## src/rtl/mdu_iter_pkg.sv

```systemverilog
// Shared definitions for the iterative multiply/divide unit.
// The op encodings match those used by the control unit.
package mdu_iter_pkg;

   localparam int MDU_WIDTH = 32;
   localparam int MDU_CNT_W = 6;

   typedef enum logic [1:0] {
      OP_MULTU = 2'b00,
      OP_MULT  = 2'b01,
      OP_DIVU  = 2'b10,
      OP_RSVD  = 2'b11
   } mdu_op_e;

   typedef enum logic [1:0] {
      S_IDLE = 2'b00,
      S_RUN  = 2'b01,
      S_DONE = 2'b10
   } mdu_state_e;

   function automatic logic op_valid(input mdu_op_e op);
      return op != OP_RSVD;
   endfunction

endpackage

```

## src/rtl/mdu_iter_if.sv

```systemverilog
// Issue/result bundle between the execute stage and the multiply/divide unit.
interface mdu_iter_if #(
   parameter int WIDTH = 32
);
   logic               start;
   logic [1:0]         op;
   logic [WIDTH-1:0]   a;
   logic [WIDTH-1:0]   b;
   logic               flush;
   logic               busy;
   logic               stall_req;
   logic               done;
   logic               we_hilo;
   logic [2*WIDTH-1:0] hilo_d;

   modport master (
      output start, op, a, b, flush,
      input  busy, stall_req, done, we_hilo, hilo_d
   );

   modport slave (
      input  start, op, a, b, flush,
      output busy, stall_req, done, we_hilo, hilo_d
   );
endinterface

```

## src/rtl/mdu_iter_dp.sv

```systemverilog
// Shared shift register for shift-add multiply and restoring divide.
// Exposes the next-step values so the parent can latch the final result.
module mdu_iter_dp #(
   parameter int WIDTH = 32
) (
   input  logic             clk,
   input  logic             rst,
   input  logic             load_i,
   input  logic             step_i,
   input  logic             div_i,
   input  logic [WIDTH-1:0] lo_init_i,
   input  logic [WIDTH-1:0] opnd_i,
   output logic [WIDTH-1:0] hi_nxt_o,
   output logic [WIDTH-1:0] lo_nxt_o
);
   logic [WIDTH-1:0] hi_q, lo_q, opnd_q;
   logic [WIDTH:0]   sum, shrem;
   logic             ge;

   // Multiply: lo holds the multiplier and shifts right as the product fills in.
   // Divide: lo holds the dividend, shifts left and collects quotient bits.
   always_comb begin
      sum      = {1'b0, hi_q} + (lo_q[0] ? {1'b0, opnd_q} : '0);
      shrem    = {hi_q, lo_q[WIDTH-1]};
      ge       = shrem >= {1'b0, opnd_q};
      hi_nxt_o = sum[WIDTH:1];
      lo_nxt_o = {sum[0], lo_q[WIDTH-1:1]};
      if (div_i) begin
         hi_nxt_o = ge ? WIDTH'(shrem - {1'b0, opnd_q}) : shrem[WIDTH-1:0];
         lo_nxt_o = {lo_q[WIDTH-2:0], ge};
      end
   end

   always_ff @(posedge clk or negedge rst) begin
      if (!rst) begin
         hi_q   <= '0;
         lo_q   <= '0;
         opnd_q <= '0;
      end else if (load_i) begin
         hi_q   <= '0;
         lo_q   <= lo_init_i;
         opnd_q <= opnd_i;
      end else if (step_i) begin
         hi_q   <= hi_nxt_o;
         lo_q   <= lo_nxt_o;
      end
   end
endmodule

```

## src/rtl/mdu_iter.sv

```systemverilog
// Iterative MULTU/MULT/DIVU unit: FSM, iteration counter, sign fix-up
// and pipeline stall/handshake generation around mdu_iter_dp.
module mdu_iter
   import mdu_iter_pkg::*;
#(
   parameter int WIDTH = MDU_WIDTH,
   parameter int CNT_W = MDU_CNT_W
) (
   input  logic      clk,
   input  logic      rst,
   mdu_iter_if.slave bus
);
   mdu_state_e         state_q, state_d;
   logic [CNT_W-1:0]   cnt_q, cnt_d;
   logic               div_q, neg_q;
   logic [2*WIDTH-1:0] hilo_q;
   mdu_op_e            op_e;
   logic               accept, last, finish;
   logic               busy, done;
   logic               op_div, op_mult;
   logic [WIDTH-1:0]   a_mag, b_mag;
   logic [WIDTH-1:0]   hi_nxt, lo_nxt;
   logic [2*WIDTH-1:0] raw;

   assign op_e    = mdu_op_e'(bus.op);
   assign op_div  = (op_e == OP_DIVU);
   assign op_mult = (op_e == OP_MULT);

   // Flush beats a same-cycle start; a running operation ignores start.
   assign accept = bus.start & ~bus.flush & op_valid(op_e) & (state_q != S_RUN);
   assign last   = (cnt_q == CNT_W'(WIDTH-1));
   assign finish = (state_q == S_RUN) & ~bus.flush & last;

   assign a_mag = (op_mult && bus.a[WIDTH-1]) ? -bus.a : bus.a;
   assign b_mag = (op_mult && bus.b[WIDTH-1]) ? -bus.b : bus.b;

   mdu_iter_dp #(.WIDTH(WIDTH)) u_dp (
      .clk       (clk),
      .rst       (rst),
      .load_i    (accept),
      .step_i    (state_q == S_RUN),
      .div_i     (div_q),
      .lo_init_i (op_div ? bus.a : b_mag),
      .opnd_i    (op_div ? bus.b : a_mag),
      .hi_nxt_o  (hi_nxt),
      .lo_nxt_o  (lo_nxt)
   );

   assign raw = {hi_nxt, lo_nxt};

   always_ff @(posedge clk or negedge rst) begin
      if (!rst) state_q <= S_IDLE;
      else      state_q <= state_d;
   end

   always_comb begin
      state_d = state_q;
      case (state_q)
         S_IDLE:  if (accept) state_d = S_RUN;
         S_RUN:   if (bus.flush) state_d = S_IDLE;
                  else if (last) state_d = S_DONE;
         S_DONE:  state_d = accept ? S_RUN : S_IDLE;
         default: state_d = S_IDLE;
      endcase
   end

   always_comb begin
      busy = 1'b0;
      done = 1'b0;
      case (state_q)
         S_RUN:   busy = 1'b1;
         S_DONE:  done = 1'b1;
         default: ;
      endcase
   end

   always_comb begin
      cnt_d = cnt_q;
      if (accept)                 cnt_d = '0;
      else if (state_q == S_RUN)  cnt_d = cnt_q + CNT_W'(1);
   end

   // The final step's result is taken straight from the datapath's next values.
   always_ff @(posedge clk or negedge rst) begin
      if (!rst) begin
         cnt_q  <= '0;
         div_q  <= 1'b0;
         neg_q  <= 1'b0;
         hilo_q <= '0;
      end else begin
         cnt_q <= cnt_d;
         if (accept) begin
            div_q <= op_div;
            neg_q <= op_mult & (bus.a[WIDTH-1] ^ bus.b[WIDTH-1]);
         end
         if (finish) hilo_q <= neg_q ? -raw : raw;
      end
   end

   assign bus.busy      = busy;
   assign bus.stall_req = busy | accept;
   assign bus.done      = done;
   assign bus.we_hilo   = done;
   assign bus.hilo_d    = hilo_q;
endmodule

```

## src/flat_wrapper.sv

```systemverilog
// flat-port wrapper written by rule: the top's interface ports become plain ports
module mdu_iter_flat import mdu_iter_pkg::*;
#(
   parameter int WIDTH = MDU_WIDTH,
   parameter int CNT_W = MDU_CNT_W
)
  (clk, rst, bus_start, bus_op, bus_a, bus_b, bus_flush, bus_busy, bus_stall_req, bus_done, bus_we_hilo, bus_hilo_d);
  mdu_iter_if #(.WIDTH(WIDTH)) bus_i ();
  input  logic clk;
  input  logic rst;
  input wire logic [$bits(bus_i.start)-1:0] bus_start;
  input wire logic [$bits(bus_i.op)-1:0] bus_op;
  input wire logic [$bits(bus_i.a)-1:0] bus_a;
  input wire logic [$bits(bus_i.b)-1:0] bus_b;
  input wire logic [$bits(bus_i.flush)-1:0] bus_flush;
  output wire logic [$bits(bus_i.busy)-1:0] bus_busy;
  output wire logic [$bits(bus_i.stall_req)-1:0] bus_stall_req;
  output wire logic [$bits(bus_i.done)-1:0] bus_done;
  output wire logic [$bits(bus_i.we_hilo)-1:0] bus_we_hilo;
  output wire logic [$bits(bus_i.hilo_d)-1:0] bus_hilo_d;
  assign bus_i.start = bus_start;
  assign bus_i.op = bus_op;
  assign bus_i.a = bus_a;
  assign bus_i.b = bus_b;
  assign bus_i.flush = bus_flush;
  assign bus_busy = bus_i.busy;
  assign bus_stall_req = bus_i.stall_req;
  assign bus_done = bus_i.done;
  assign bus_we_hilo = bus_i.we_hilo;
  assign bus_hilo_d = bus_i.hilo_d;
  mdu_iter #(.WIDTH(WIDTH), .CNT_W(CNT_W)) u_core (.clk(clk), .rst(rst), .bus(bus_i));
endmodule
```

## config.mk

```make
export PLATFORM = sky130hd
export DESIGN_NAME = mdu_iter_flat
export DESIGN_NICKNAME = d
export VERILOG_FILES = /design/src/rtl/mdu_iter_pkg.sv /design/src/rtl/mdu_iter_if.sv /design/src/rtl/mdu_iter_dp.sv /design/src/rtl/mdu_iter.sv /design/src/flat_wrapper.sv
export SDC_FILE = /design/constraint.sdc
export NUM_CORES = 1
export LEC_CHECK = 0
export ABC_AREA = 1
export BUFFER_PORTS_ARGS = -buffer_cell sky130_fd_sc_hd__buf_4
export CELL_PAD_IN_SITES_DETAIL_PLACEMENT = 0
export CELL_PAD_IN_SITES_GLOBAL_PLACEMENT = 1
export CORE_MARGIN = 8
export CORE_UTILIZATION = 40
export CTS_BUF_LIST = sky130_fd_sc_hd__clkbuf_4
export DETAILED_ROUTE_END_ITERATION = 8
export PLACE_DENSITY_LB_ADDON = 0.1
export SLEW_MARGIN = 0
export SYNTH_ARGS = -nofsm -noshare
export SYNTH_HDL_FRONTEND = slang
export SYNTH_SLANG_ARGS = --single-unit
```

## constraint.sdc

```tcl
create_clock -name clk -period 7.7 [get_ports clk]
set_input_delay 0.77 -clock clk [delete_from_list [all_inputs] [get_ports clk]]
set_output_delay 0.77 -clock clk [all_outputs]
set_load 0.1 [all_outputs]
```

# Word-level counts from Yosys, hierarchy flattened
# Cells that the tools add are included.
# totals
regBits	170
in_bits	70
word_cells	60
# classes
addsub	6
n_mux	22
n_reduce_logical	5
n_lt_le_gt_ge	1
eq_ne	9
bitwise	9
# op_table
operator	count
two-way mux 32 bit	12
two-way mux 64 bit	1
negator 32 bit	2
negator 64 bit	1
adder 32 x 32 -> 33 bit	1
>= comparator 33 x 32 -> 1 bit	1
subtractor 32 bit	1
two-way mux 6 bit	2
adder 6 x 1 -> 6 bit (second input constant)	1
bitwise AND 1 bit	6
equality test 6 x 5 -> 1 bit (second input constant)	1
two-way mux 2 bit	3
case mux 2 bit (3 select lines)	1
equality test 2 x 1 -> 1 bit (second input constant)	2
equality test 2 bit (second input constant)	2
inequality test 2 x 1 -> 1 bit (second input constant)	2
two-way mux 1 bit	3
inequality test 3 x 2 -> 1 bit (second input constant)	1
logical AND 1 bit	2
logical NOT 2 bit	1
inequality test 2 bit (second input constant)	1
AND reduction 2 bit	1
nonzero test 2 bit	1
inverter 1 bit	1
2 further kinds	2

# Depth between registers and ports, before layout
# logic_depth
ltp_word	6
depth_mapped	30
ltp_nobuf	29

# Modules after synthesis
# From an unflattened synthesis, not the netlist that was laid out.
# hier_totals
hier_cells	2971
hier_area_um2	17503.0
# by_module_without_submodules
mod	cells_each	area_per_inst_um2	n_inst	seq_area_each_um2
mdu_iter_dp	1683	10126.0	1	2402.3
mdu_iter	1288	7377.1	1	1851.8

# Worst setup path before layout
# Ideal clock, no wire load.
# synth_timing
path_kind	register to register
from	reg u_core.u_dp.lo_q[0]
to	reg u_core.hilo_q[63] (netlist: u_core.bus.hilo_d[63])
period_less_slack_ns	3.221
required_ns	7.580
stages_incl_launch_ff	27
arrival_ns	3.102
setup_slack_ns	4.479
path_cell_list	dfrtp_1 clkbuf_1 clkbuf_1 nand2_1 inv_1 ha_1 inv_1 fa_1 inv_1 nand3_1 nand2_1 nand2_1 nand2_1 nand2_1 nand2_1 xor2_1 or2_2 nand2_1 nand2_1 nor2_1 nand2_1 nor2_2 nand3_1 nand2_1 nand2_1 nand3_1 nand2_1
# synth_via
elab_chain_cells	5
word_cells_on_any_way	6
# synth_lines
element	line_no	text
start, declared	mdu_iter_dp.sv:16	logic [WIDTH-1:0] hi_q, lo_q, opnd_q;
start signal, assigned	mdu_iter_dp.sv:41	lo_q <= lo_init_i;
start signal, assigned	mdu_iter_dp.sv:45	lo_q <= lo_nxt_o;
two-way mux 32 bit	mdu_iter_dp.sv:23	sum = {1'b0, hi_q} + (lo_q[0] ? {1'b0, opnd_q} : '0);
adder 32 x 32 -> 33 bit	mdu_iter_dp.sv:23	
two-way mux 32 bit	mdu_iter_dp.sv:28	if (div_i) begin
negator 64 bit	mdu_iter.sv:96	if (finish) hilo_q <= neg_q ? -raw : raw;
two-way mux 64 bit *	mdu_iter.sv:96	
end signal, assigned	mdu_iter.sv:96	
end, declared	mdu_iter.sv:16	logic [2*WIDTH-1:0] hilo_q;
# Mark *: on every way between the ends. The rest lies on a longest branch, timed or not.
# A chain may end at the register's enable or synchronous reset.

# Worst setup path after layout
# layout_timing
from	reg u_core.state_q[1]
to	out bus_stall_req
# layout_via
elab_chain_cells	3
word_cells_on_any_way	5
# layout_lines
element	line_no	text
start, declared	mdu_iter.sv:13	mdu_state_e state_q, state_d;
start signal, assigned	mdu_iter.sv:53	else state_q <= state_d;
equality test 2 x 1 -> 1 bit or inequality test 2 x 1 -> 1 bit (tied branches)	mdu_iter.sv:70, mdu_iter.sv:30	
two-way mux 1 bit or bitwise AND 1 bit (tied branches)	mdu_iter.sv:70, mdu_iter.sv:30	
OR 1 bit *	mdu_iter.sv:101	assign bus.stall_req = busy | accept;
end, declared	flat_wrapper.sv:17	output wire logic [$bits(bus_i.stall_req)-1:0] bus_stall_req;
# Marked as above.

==> results.sh <==
export IMPL_clockRootBuffer="clkbuf_4"
export IMPL_r2r_setup_slack_ns=3.19
export IMPL_crit_arrival_ns=3.75
export IMPL_post_cts_setup_buffers=0
export IMPL_synthFlopType="dfrtp_1"
export IMPL_min_period_over_period=0.5872
export IMPL_yosysTopAreaCellShare=0.2577
export IMPL_synth_top_cells_by_area="dfrtp_1 26%, nand2_1 18%, inv_1 8.7%"
export IMPL_routed_wl_mm=68.47
export IMPL_routabilityCongestion=1.001
export IMPL_p_per_area_nw_per_um2=338.9
export IMPL_ant_nets=0
export IMPL_path_clk_slew_ns=0.16
export IMPL_pin_count=138
export IMPL_cp_start_kind="flip-flop"
export IMPL_fmax_ghz=0.2212
export IMPL_cts_max_level=4
export IMPL_placed_cell_area_sq_um=17950
export IMPL_grt_overflow_total=0
export IMPL_numCtsBuffers=17
export IMPL_place_inst=3284
export IMPL_grt_pass1_wl_mm=103.7
export IMPL_synthesis_nets=2832
export IMPL_core_sq_um=40830
export IMPL_layout_nets=2912
export IMPL_yosysSeqAreaShare=0.2577
export IMPL_maxCapViolations=0
export IMPL_crit_path_end="bus_stall_req"
export IMPL_synth_seq_cells=170
export IMPL_r2r_cells=23
export IMPL_cts_sinks=170
export IMPL_r2r_end="u_core.bus.hilo_d[58]"
export IMPL_drive_gt1_frac=0.09411
export IMPL_p_leak_nw=9.474
export IMPL_synth_top_cell_by_area="dfrtp_1"
export IMPL_tns_ns=0
export IMPL_clkLatencyLatePin_ns=0.80
export IMPL_status="finished, final reports clean"
export IMPL_die_h_um=219.1
export IMPL_die_area_sq_um=48020
export IMPL_area_growth_pct=10.76
export IMPL_grt_usage=0.2856
export IMPL_finalCriticalPeriod_ns=4.522
export IMPL_finalSetupViolCount=0
export IMPL_synthArstFlopShare=1.000
export IMPL_endpoint_kind="output port"
export IMPL_via_per_inst=5.394
export IMPL_syn_area_per_cell_sq_um=6.132
export IMPL_synth_warnings=0
export IMPL_antenna_found_initial=4
export IMPL_port_buffer_count=137
export IMPL_p_total_mw=6.197
export IMPL_rows=74
export IMPL_first_pass_iters=5
export IMPL_finalInstanceArea_sq_um=18280
export IMPL_initial_core_util=0.4043
export IMPL_hold_viol=0
export IMPL_worstSetupStartpoint="u_core.state_q[1]"
export IMPL_drtIter0Drc=1489
export IMPL_rsz0062_at_grt="no"
export IMPL_die_w_um=219.1
export IMPL_path_class="reg2out"
export IMPL_crit_required_ns=6.93
export IMPL_tritoncts="yes"
export IMPL_drc=0
export IMPL_hold_ws_ns=0.2362
export IMPL_hpwl_mm=54.89
export IMPL_finalNonFillerCells=3323
export IMPL_grt_max_degree=105
export IMPL_r2r_start="u_core.u_dp.hi_q[28]"
export IMPL_drt_wirelength_per_cell_um=20.60
export IMPL_tightest_slew_ns=1.035
export IMPL_fin_worst_skew_ns=0.03998
export IMPL_synth_cells=2692
export IMPL_vias=17925
export IMPL_slew_headroom=0.3090
export IMPL_maxSlewViolCount=0
export IMPL_peakVddDrop_uv=160.7
export IMPL_hp_class="in2reg"
export IMPL_synth_edf_count=0
export IMPL_clock_path_buffers=2
export IMPL_synth_cell_types=52
export IMPL_critPathMaxFanout=73
export IMPL_synthesis_area_sq_um=16510
export IMPL_min_delay_start="bus_flush"
export IMPL_first_global_vias=17455
## per-layer routing
| metal | global-route usage | vias up | part of all wire |
|---|---|---|---|
| li1 | - | 8849 | - |
| met1 | 0.3514 | 8342 | 0.42 |
| met2 | 0.4834 | 591 | 0.48 |
| met3 | 0.03938 | 143 | 0.048 |
| met4 | 0.1459 | 0 | 0.051 |
| met5 | 0 | - | 0 |
## registers in the layout, indices dropped and copies added (netlist names)
register	cells
u_core.bus.hilo_d	64
u_core.cnt_q	6
u_core.div_q	1
u_core.neg_q	1
u_core.state_q	2
u_core.u_dp.hi_q	32
u_core.u_dp.lo_q	32
u_core.u_dp.opnd_q	32
## cells in the final DEF, fill, tap and decap left out, drive strengths merged, types with 6 or more instances in the layout
master / n
a21oi: 99
a31oi: 27
buf: 157
clkbuf: 17
clkinv: 9
dfrtp: 170
diode: 7
ha: 68
inv: 395
nand2: 794
nand3: 220
nand3b: 12
nand4: 44
nor2: 267
nor3: 35
o211ai: 28
o21a: 6
o21ai: 237
o21bai: 8
o221ai: 8
o22ai: 24
or2: 17
xnor2: 29
xor2: 83
## worst max-delay path, stage by stage (launching register included)
cell     delay, ns
dfrtp_1       0.39
inv_1         0.08
nand2_1       0.05
buf_4         0.29
inv_1         0.68
nor2_1        0.11
buf_4         0.28
inv_2         0.07
buf_4         0.55
buf_4         0.42
## cell usage after synthesis (all sizes together), types with 2 or more instances
cell and n:
a21o 4, a21oi 99, a22oi 2, a31oi 27
and2 3, and3 2, buf 34, clkbuf 63
clkinv 2, dfrtp 170, fa 2, ha 68
inv 390, nand2 794, nand3 220, nand3b 12
nand4 44, nor2 267, nor3 35, nor4 4
o211ai 28, o21a 6, o21ai 237, o21bai 8
o221ai 8, o22ai 24, o31ai 4, or2 17
xnor2 29, xor2 83
## kinds of logic after synthesis
logic type	count (synthesis)	share of synthesized area
xor+xnor	112	0.05943
flops	170	0.2577
buf+inv	489	0.1153
simple gates	1400	0.3608
fa+ha+maj	70	0.05397
compound gates	451	0.1528
## where the power goes
| group | total, mW | internal, mW | switching, mW |
|---|---|---|---|
| clock | 0.603 | 0.178 | 0.424 |
| combinational | 4.36 | 1.25 | 3.11 |
| sequential | 1.23 | 1.07 | 0.159 |
| total | 6.20 | 2.50 | 3.70 |
## final cells by class
class / count / area, sq um
Sequential cell: 170 / 4257
Multi-Input combinational cell: 2033 / 10370
Clock inverter: 14 / 182.7
Timing Repair Buffer: 158 / 1192
Inverter: 392 / 1471
Fill cell: 4493 / 22550
Clock buffer: 17 / 127.6
Antenna cell: 7 / 17.52
Tap cell: 532 / 665.6
## repair_timing
action / in CTS / in global routing
gates resized for setup: 0 / 0
hold endpoints to repair: 34 / 0
hold buffers: 1 / 0
## stage by stage
stage	utilization	setup slack (ns)
floorplan	-	4.479
global placement	0.4395	3.418
detailed placement	0.4395	3.348
CTS	0.4474	3.064
global route	0.4478	2.782
finish	0.4478	3.178
## worst min path at each step
stage | depth (start not counted) | end
2_1_floorplan | 0 | u_core.bus.hilo_d[0]
3_3_place_gp | 2 | u_core.bus.hilo_d[51]
3_5_place_dp | 2 | u_core.bus.hilo_d[56]
4_1_cts | 2 | u_core.state_q[0]
5_1_grt | 2 | u_core.state_q[0]
6_report | 2 | u_core.state_q[0]
(Power assumes the default switching activity.)
